### config.mk
export PLATFORM = sky130hd
export DESIGN_NAME = cpu_hazard_sb
export DESIGN_NICKNAME = d
export VERILOG_FILES = /design/src/rtl/cpu_pkg.sv /design/src/rtl/sb_cnt.sv /design/src/rtl/cpu_hazard_sb.sv
export SDC_FILE = /design/constraint.sdc
export NUM_CORES = 1
export LEC_CHECK = 0
export ABC_CLOCK_PERIOD_IN_PS = 5850
export CAP_MARGIN = 30
export CORE_UTILIZATION = 45
export DETAILED_ROUTE_END_ITERATION = 7
export PLACE_DENSITY = 0.67
export SLEW_MARGIN = 20
export SYNTH_ARGS = -nofsm -noshare
export SYNTH_HDL_FRONTEND = slang
export SYNTH_SLANG_ARGS = --single-unit
### constraint.sdc
create_clock -name clk -period 5.85 [get_ports clk]
set_clock_uncertainty 0.05 [all_clocks]
set_input_delay 0.585 -clock clk [delete_from_list [all_inputs] [get_ports clk]]
set_output_delay 0.585 -clock clk [all_outputs]
set_load 0.02 [all_outputs]
### src/rtl/cpu_pkg.sv
// -----------------------------------------------------------------------------
// cpu_pkg
// Shared constants and types for the CPU hazard scoreboard.
//   CPU_NUM_REGS / CPU_WB_LAT / CPU_JB_LAT / CPU_FWD_CNT / CPU_PERF_W
//                 : default parameter values for cpu_hazard_sb
//   reg_idx_t     : architectural register index for the default register count
//   max_int       : helper used to size the countdown counters
// -----------------------------------------------------------------------------
package cpu_pkg;

    localparam int CPU_NUM_REGS = 16;
    localparam int CPU_WB_LAT   = 4;
    localparam int CPU_JB_LAT   = 3;
    localparam int CPU_FWD_CNT  = 2;
    localparam int CPU_PERF_W   = 32;
    localparam int CPU_RW       = $clog2(CPU_NUM_REGS);

    typedef logic [CPU_RW-1:0] reg_idx_t;

    function automatic int max_int(input int a, input int b);
        return (a > b) ? a : b;
    endfunction

endpackage

### src/rtl/sb_cnt.sv
// -----------------------------------------------------------------------------
// sb_cnt
// One scoreboard entry: a loadable, freezable down-counter that stops at zero.
// Ports:
//   clk, rst   : clock, synchronous active-high reset (clears the count)
//   load       : load load_val this cycle (takes priority over decrement)
//   load_val   : value to load
//   hold       : freeze the counter (no load, no decrement)
//   count      : current count
//   nonzero    : count != 0
// -----------------------------------------------------------------------------
module sb_cnt #(
    parameter int CW = 3
) (
    input  logic          clk,
    input  logic          rst,
    input  logic          load,
    input  logic [CW-1:0] load_val,
    input  logic          hold,
    output logic [CW-1:0] count,
    output logic          nonzero
);

    always_ff @(posedge clk) begin
        if (rst) begin
            count <= '0;
        end else if (!hold) begin
            if (load) begin
                count <= load_val;
            end else if (count != '0) begin
                count <= count - 1'b1;
            end
        end
    end

    assign nonzero = (count != '0);

endmodule

### src/rtl/cpu_hazard_sb.sv
// -----------------------------------------------------------------------------
// cpu_hazard_sb
// Pipeline hazard unit between decode and issue. Each architectural register
// has a countdown of cycles until its pending result is committed; a further
// counter tracks the shadow after a jump/branch. The decode instruction issues
// only when none of its sources are pending, no branch shadow is active and
// the downstream pipeline is not stalled. A saturating counter records the
// number of cycles a valid decode instruction was held back.
//
// Optional build macro: CPU_FWD_EN
//   defined   : a source is only a hazard while its producer count is above
//               FWD_CNT (forwarding covers the rest)
//   undefined : a source is a hazard while its producer count is nonzero
//
// Ports:
//   clk, rst              : clock, synchronous active-high reset
//   dec_valid             : decode holds a valid instruction
//   dec_rs1/_en, rs2/_en  : source registers and their read enables
//   dec_rd/_en            : destination register and write enable
//   dec_is_jb             : instruction is a jump/branch
//   ext_stall             : downstream stall, freezes every counter
//   issue                 : instruction issues this cycle
//   rd_wrt_stall          : RAW hazard on a source
//   jb_stall              : branch shadow active
//   busy_regs             : per-register pending-write flags
//   stall_cycles          : saturating count of stalled valid cycles
// -----------------------------------------------------------------------------
module cpu_hazard_sb
    import cpu_pkg::*;
#(
    parameter  int NUM_REGS = CPU_NUM_REGS,
    parameter  int WB_LAT   = CPU_WB_LAT,
    parameter  int JB_LAT   = CPU_JB_LAT,
    parameter  int FWD_CNT  = CPU_FWD_CNT,
    parameter  int PERF_W   = CPU_PERF_W,
    localparam int RW       = $clog2(NUM_REGS)
) (
    input  logic                clk,
    input  logic                rst,
    input  logic                dec_valid,
    input  logic [RW-1:0]       dec_rs1,
    input  logic                dec_rs1_en,
    input  logic [RW-1:0]       dec_rs2,
    input  logic                dec_rs2_en,
    input  logic [RW-1:0]       dec_rd,
    input  logic                dec_rd_en,
    input  logic                dec_is_jb,
    input  logic                ext_stall,
    output logic                issue,
    output logic                rd_wrt_stall,
    output logic                jb_stall,
    output logic [NUM_REGS-1:0] busy_regs,
    output logic [PERF_W-1:0]   stall_cycles
);

    localparam int CW = $clog2(max_int(WB_LAT, JB_LAT) + 1);
    // Entries 0..NUM_REGS-1 are registers, entry NUM_REGS is the branch shadow.
    localparam int IW = $clog2(NUM_REGS + 1);

    if (WB_LAT < 1) begin : g_bad_wb_lat
        $error("cpu_hazard_sb: WB_LAT must be at least 1");
    end
    if (JB_LAT < 1) begin : g_bad_jb_lat
        $error("cpu_hazard_sb: JB_LAT must be at least 1");
    end
    if (FWD_CNT >= WB_LAT) begin : g_bad_fwd_cnt
        $error("cpu_hazard_sb: FWD_CNT must be below WB_LAT");
    end

    logic [CW-1:0]   cnt [NUM_REGS+1];
    logic [NUM_REGS:0] cnt_nz;
    logic [NUM_REGS:0] cnt_load;
    logic [IW-1:0]   rs1_ix;
    logic [IW-1:0]   rs2_ix;
    logic [IW-1:0]   rd_ix;
    logic            haz1;
    logic            haz2;

    assign rs1_ix = IW'(dec_rs1);
    assign rs2_ix = IW'(dec_rs2);
    assign rd_ix  = IW'(dec_rd);

    for (genvar g = 0; g <= NUM_REGS; g++) begin : g_cnt
        localparam int LAT = (g == NUM_REGS) ? JB_LAT : WB_LAT;
        sb_cnt #(.CW(CW)) u_cnt (
            .clk      (clk),
            .rst      (rst),
            .load     (cnt_load[g]),
            .load_val (CW'(LAT)),
            .hold     (ext_stall),
            .count    (cnt[g]),
            .nonzero  (cnt_nz[g])
        );
    end

    // Hazards look at the registered counts, so a self-dependent instruction
    // sees the older producer and never waits on itself.
    always_comb begin
`ifdef CPU_FWD_EN
        haz1 = dec_rs1_en && (cnt[rs1_ix] > CW'(FWD_CNT));
        haz2 = dec_rs2_en && (cnt[rs2_ix] > CW'(FWD_CNT));
`else
        haz1 = dec_rs1_en && (cnt[rs1_ix] != '0);
        haz2 = dec_rs2_en && (cnt[rs2_ix] != '0);
`endif
    end

    assign rd_wrt_stall = dec_valid && (haz1 || haz2);
    assign jb_stall     = cnt_nz[NUM_REGS];
    assign issue        = dec_valid && !rd_wrt_stall && !jb_stall && !ext_stall;
    assign busy_regs    = cnt_nz[NUM_REGS-1:0];

    // An issuing instruction reloads its destination (also on WAW) and,
    // for jumps/branches, the shadow counter; the load beats the decrement.
    always_comb begin
        cnt_load = '0;
        if (issue) begin
            if (dec_rd_en) begin
                cnt_load[rd_ix] = 1'b1;
            end
            if (dec_is_jb) begin
                cnt_load[NUM_REGS] = 1'b1;
            end
        end
    end

    // Counts every valid cycle that does not issue, ext_stall cycles included,
    // and sticks at all-ones.
    always_ff @(posedge clk) begin
        if (rst) begin
            stall_cycles <= '0;
        end else if (dec_valid && !issue && (stall_cycles != '1)) begin
            stall_cycles <= stall_cycles + 1'b1;
        end
    end

endmodule

# Word level (Yosys, flattened, before mapping)
# Index checks and enable logic that the tools add are counted.
# Widths: inputs -> output; s select.
# word_totals
in_bits	20
register_bits	83
output_inout_bits	51
wordCells	156
# classes
magnitude_cmp	4
eq_ne	1
add_sub_neg	18
reduce_logical	67
muxes	45
bitwise	3
# op_table
op	count
$mux 3	38
$reduce_bool 3->1	19
$sub 3x1->3 const B	17
$reduce_and 2->1	17
$reduce_bool 2->1	17
$add 32x1->32 const B	1
$ne 32x32->1 const B	1
$bmux 3 s5	2
$mux 17	1
$mux 16	1
$ge 6x6->1 const B	2
$not 4->6	2
$logic_and 1x1->1	9
$lt 4x6->1 const B	1
$demux 1 s4	1
$ge 4x1->1 const B	1
$logic_not 1->1	4
$mux 1	2
$logic_or 1x1->1	1
$not 1->1	1

# Depth between registers and ports, before layout
# logic_depth
depth_word	15
ltp_mapped	11
ltp_nobuf	9

# Cells and area by module
# Synthesis repeated with hierarchy kept, for this count alone.
# unflattened
cells_unflattened	770
area_unflattened_um2	6062.1
# modules_own_cells
module	seq_area_each_um2	instances	area_each_um2	cells_each
sb_cnt	60.1	17	210.2	27
cpu_hazard_sb	640.6	1	2488.6	311

# Least setup slack after synthesis
# No wires, ideal clock.
# synth_path
path_kind	input -> output
startpoint	input dec_rs2[0]
endpoint	output issue
setup_slack_ps	2581
cell_stages	8
t_required_ps	5215
arrival_ps	2634
cell_sequence	clkbuf_1 nor3b_1 a221o_1 a2111oi_2 a211oi_1 or3_1 buf_2 nor3_1
# synth_between
elab_chain_cells	12
# synth_lines
item	line_no	text
start, declared	cpu_hazard_sb.sv:43	input logic [RW-1:0] dec_rs2,
$not 4->6 (not written as such)	cpu_hazard_sb.sv:104	haz2 = dec_rs2_en && (cnt[rs2_ix] != '0);
$bmux 3 s5	cpu_hazard_sb.sv:104	
$mux 3 (not written as such) (2 in series)	cpu_hazard_sb.sv:104	
$reduce_bool 3->1	cpu_hazard_sb.sv:104	
$logic_and 1x1->1	cpu_hazard_sb.sv:104	
$logic_or 1x1->1	cpu_hazard_sb.sv:108	assign rd_wrt_stall = dec_valid && (haz1 || haz2);
$logic_and 1x1->1	cpu_hazard_sb.sv:108	
$logic_not 1->1	cpu_hazard_sb.sv:110	assign issue = dec_valid && !rd_wrt_stall && !jb_stall && !ext_stall;
$logic_and 1x1->1 (3 in series)	cpu_hazard_sb.sv:110	
end, declared	cpu_hazard_sb.sv:49	output logic issue,
# No other way between the ends. The select of a mux whose other input is x is not followed.

# Final worst setup path
# layout_path
startpoint	input dec_rs1[0]
endpoint	output issue
# layout_between
elab_chain_cells	12
# layout_lines
item	line_no	text
start, declared	cpu_hazard_sb.sv:41	input logic [RW-1:0] dec_rs1,
$not 4->6 (not written as such)	cpu_hazard_sb.sv:103	haz1 = dec_rs1_en && (cnt[rs1_ix] != '0);
$bmux 3 s5	cpu_hazard_sb.sv:103	
$mux 3 (not written as such) (2 in series)	cpu_hazard_sb.sv:103	
$reduce_bool 3->1	cpu_hazard_sb.sv:103	
$logic_and 1x1->1	cpu_hazard_sb.sv:103	
$logic_or 1x1->1	cpu_hazard_sb.sv:108	
$logic_and 1x1->1	cpu_hazard_sb.sv:108	
$logic_not 1->1	cpu_hazard_sb.sv:110	
$logic_and 1x1->1 (3 in series)	cpu_hazard_sb.sv:110	
# No other way between the ends. The select of a mux whose other input is x is not followed.

==> key figures <==
Power and ir drop
  – LEAKAGE: 2.248 nW
  – Power Dens Cells: 439.1 nW/um^2
  – VDD IR max: 0.3378 mV

Finish
  – Antenna cells: 0
  – Commonest non-fill, non-tap cell in the layout: dfxtp_1
  – Reg area: 1662 um^2
  – Footprint of the multi-input gates: 3161 um^2
  – Area added between synthesis and finish: 18.47%
  – Most frequent cells in the layout: dfxtp_1, clkdlybuf4s50_1, inv_1
  – Final #Nets: 767
  – Number of fillers in the final layout: 1039
  – Layout cells sized above 1: 5.587%

CTS
  – Worst-Skew Late Latency: 0.33 ns
  – Total CTS buffers: 9
  – Clk slew on worst S/H paths: 0.06 ns
  – Htree depth: 3
  – Clock tree buffer depth: 2
  – CTS tree: yes
  – Root buffer cell: clkbuf_16
  – Setup Buffers After CTS: 0
  – Hold buffers post-CTS: 0
  – PostCTS Resize Cnt: 0
  – CTS Sinks: 83

Drt
  – Vias/cell: 5.623
  – Detailed Route WL: 13100 um
  – Initial DRT Pass Iterations: 5
  – Total number of vias: 4830
  – Antenna Nets Post-Route: 0
  – DRC viols: 0
  – DR WL/cell: 15.25 um
  – Initial drt markers: 279

STA
  – Final setup vio count: 0
  – Fin. Hold Viols: 0
  – Post-route clock period utilization: 77.01%
  – RSZ-0062 raised after global routing: false
  – Worst-Margin Slew: 0.8204 ns
  – Rel. slew slack: 44.97%
  – Minimum clock period after layout: 4.505 ns
  – Setup TNS: 0 ns
  – Final setup margin: 1.345 ns
  – Peak Freq: 0.2220 GHz
  – Slew Limit Fails: 0

Die
  – Core area: 11470 um^2
  – Die height: 110.5 um
  – Starting Density: 46.20%
  – Die X: 110.5 um
  – Std cell rows: 39
  – Die area: 12210 um^2
  – IO Pins: 71

Yosys
  – Synth Flop Type: dfxtp_1
  – Post-synthesis adder-cell area fraction: 8.266%
  – Main combinational cell family by area after synthesis: simple AND/OR/NAND/NOR gates
  – Post-synth EDFFs: 0
  – Complex-gate fraction of the synthesized area: 15.49%
  – Synth cell types: 58
  – Cells after Synth: 673
  – Flops & latches, synth: 83
  – Synth Area in Simple Gates: 28.63%
  – Mapped Avg Cell Area: 7.872 um^2
  – Seq/Total Area, Yosys: 31.37%
  – Post-synthesis cell area: 5298 um^2
  – Synth warn: 0
  – XOR/XNOR Fraction of Synth Area: 5.621%
  – Syn_nets: 728
  – Asr flop ratio synth: 0%
  – Mux cell area share after synthesis: 1.488%

Worst setup path
  – Worst Path Max Fanout: 11
  – Crit Path Category: in -> out
  – Worst setup EP type: output pin
  – Crit path arrival time: 3.87 ns
  – Startpoint types: input port
  – CP Data Required Time: 5.22 ns

Placement
  – DP Wirelength: 9622 um
  – Dpl ws: 1.333 ns
  – Number of I/O port buffers: 70
  – Placer Congestion: 0.8372

Global route
  – GRT Residual Overflow: 0
  – First-pass GRT wire length: 21970 um
  – Vias in the first global route: 4558
  – Global router's overall resource usage: 21.81%
  – Largest net degree at the start of global routing: 55
  – Initial antenna violation count: 0

Run
  – Max cap viols: 0

Run status
  – Outcome: finished clean

Hold path
  – Worst hold path type: reg -> reg
[layout make-up]
type	count	share of cell area (%)
multi-input combinational	482	50.36
clock buffer	10	3.808
sequential	83	26.48
inverter	62	3.708
tap	143	2.851
clock inverter	5	1.236
timing repair buffer	74	11.56
[worst paths after layout]
check / from / endpoint / slack [ns] / depth (start not counted)
max reg2reg: g_cnt[2].u_cnt.count[2] / g_cnt[6].u_cnt.count[0] / 2.56 / 8
max: dec_rs1[0] / issue / 1.34 / 7
min: g_cnt[16].u_cnt.count[0] / g_cnt[16].u_cnt.count[0] / 0.40 / 1
min reg2reg: g_cnt[16].u_cnt.count[0] / g_cnt[16].u_cnt.count[0] / 0.40 / 1
[per-layer routing]
layer / global-route usage [%] / wire length (um)
met1: 29.14 / 6136
met2: 36.52 / 6116
met3: 4.007 / 706
met4: 4.800 / 142
met5: 0 / 0
[logic make-up after synthesis]
| logic type | Yosys count |
|---|---|
| and+or+nand+nor | 283 |
| AOI/OAI and AO/OA | 126 |
| buffers and inverters | 108 |
| DFF | 83 |
| adders and majority gates | 35 |
| xor gates and xnor gates | 34 |
| muxes | 4 |
[sequential cells by signal (all words and copies together) (netlist names)]
| name | count |
|---|---|
| g_cnt.u_cnt.count | 51 |
| stall_cycles | 32 |
[synth_stat cells (9+ instances only)]
| cell | n | area, um^2 |
|---|---|---|
| buf_4 | 18 | 135.1 |
| nor3_1 | 50 | 250.2 |
| nand2b_1 | 14 | 87.58 |
| nor2_1 | 52 | 195.2 |
| o21ai_0 | 20 | 100.1 |
| a21oi_1 | 54 | 270.3 |
| ha_1 | 35 | 437.9 |
| xnor2_1 | 34 | 297.8 |
| nor2b_1 | 11 | 68.82 |
| or3_1 | 10 | 62.56 |
| nor4_1 | 17 | 106.4 |
| and3_1 | 13 | 81.33 |
| o31a_1 | 9 | 78.83 |
| nor3b_1 | 14 | 105.1 |
| nand2_1 | 45 | 168.9 |
| nand3_1 | 22 | 110.1 |
| inv_1 | 61 | 229.0 |
| dfxtp_1 | 83 | 1662 |
| clkbuf_1 | 23 | 86.33 |
[power by group]
group	switching, mW	leakage [nW]	total, mW	internal [mW]
registers	0.107	0.674	0.796	0.688
clock network	0.226	0.154	0.608	0.382
logic	0.755	1.42	1.35	0.598
total	1.09	2.25	2.76	1.67
[per-stage QoR]
stage	instance area, um^2	cells	utilization (%)	hold WS (ns)	total power, mW
after floorplan	5298	673	-	0.3607	1.843
after global placement	5959	844	51.97	0.3737	2.096
after detailed placement	5959	844	51.97	0.3935	2.153
after CTS	6276	859	54.73	0.4018	2.768
after global routing	6276	859	54.73	0.4258	2.967
final	6276	859	54.73	0.4009	2.756
[critical path, cell delays in order]
cell and delay, ns:
clkdlybuf4s50_1 0.71, mux4_2 0.55, a2111oi_0 0.37, nor4_1 0.18, or3_1 0.60, nor3_1 0.24
clkdlybuf4s50_1 0.63
Power figures use the tool's default switching activity.
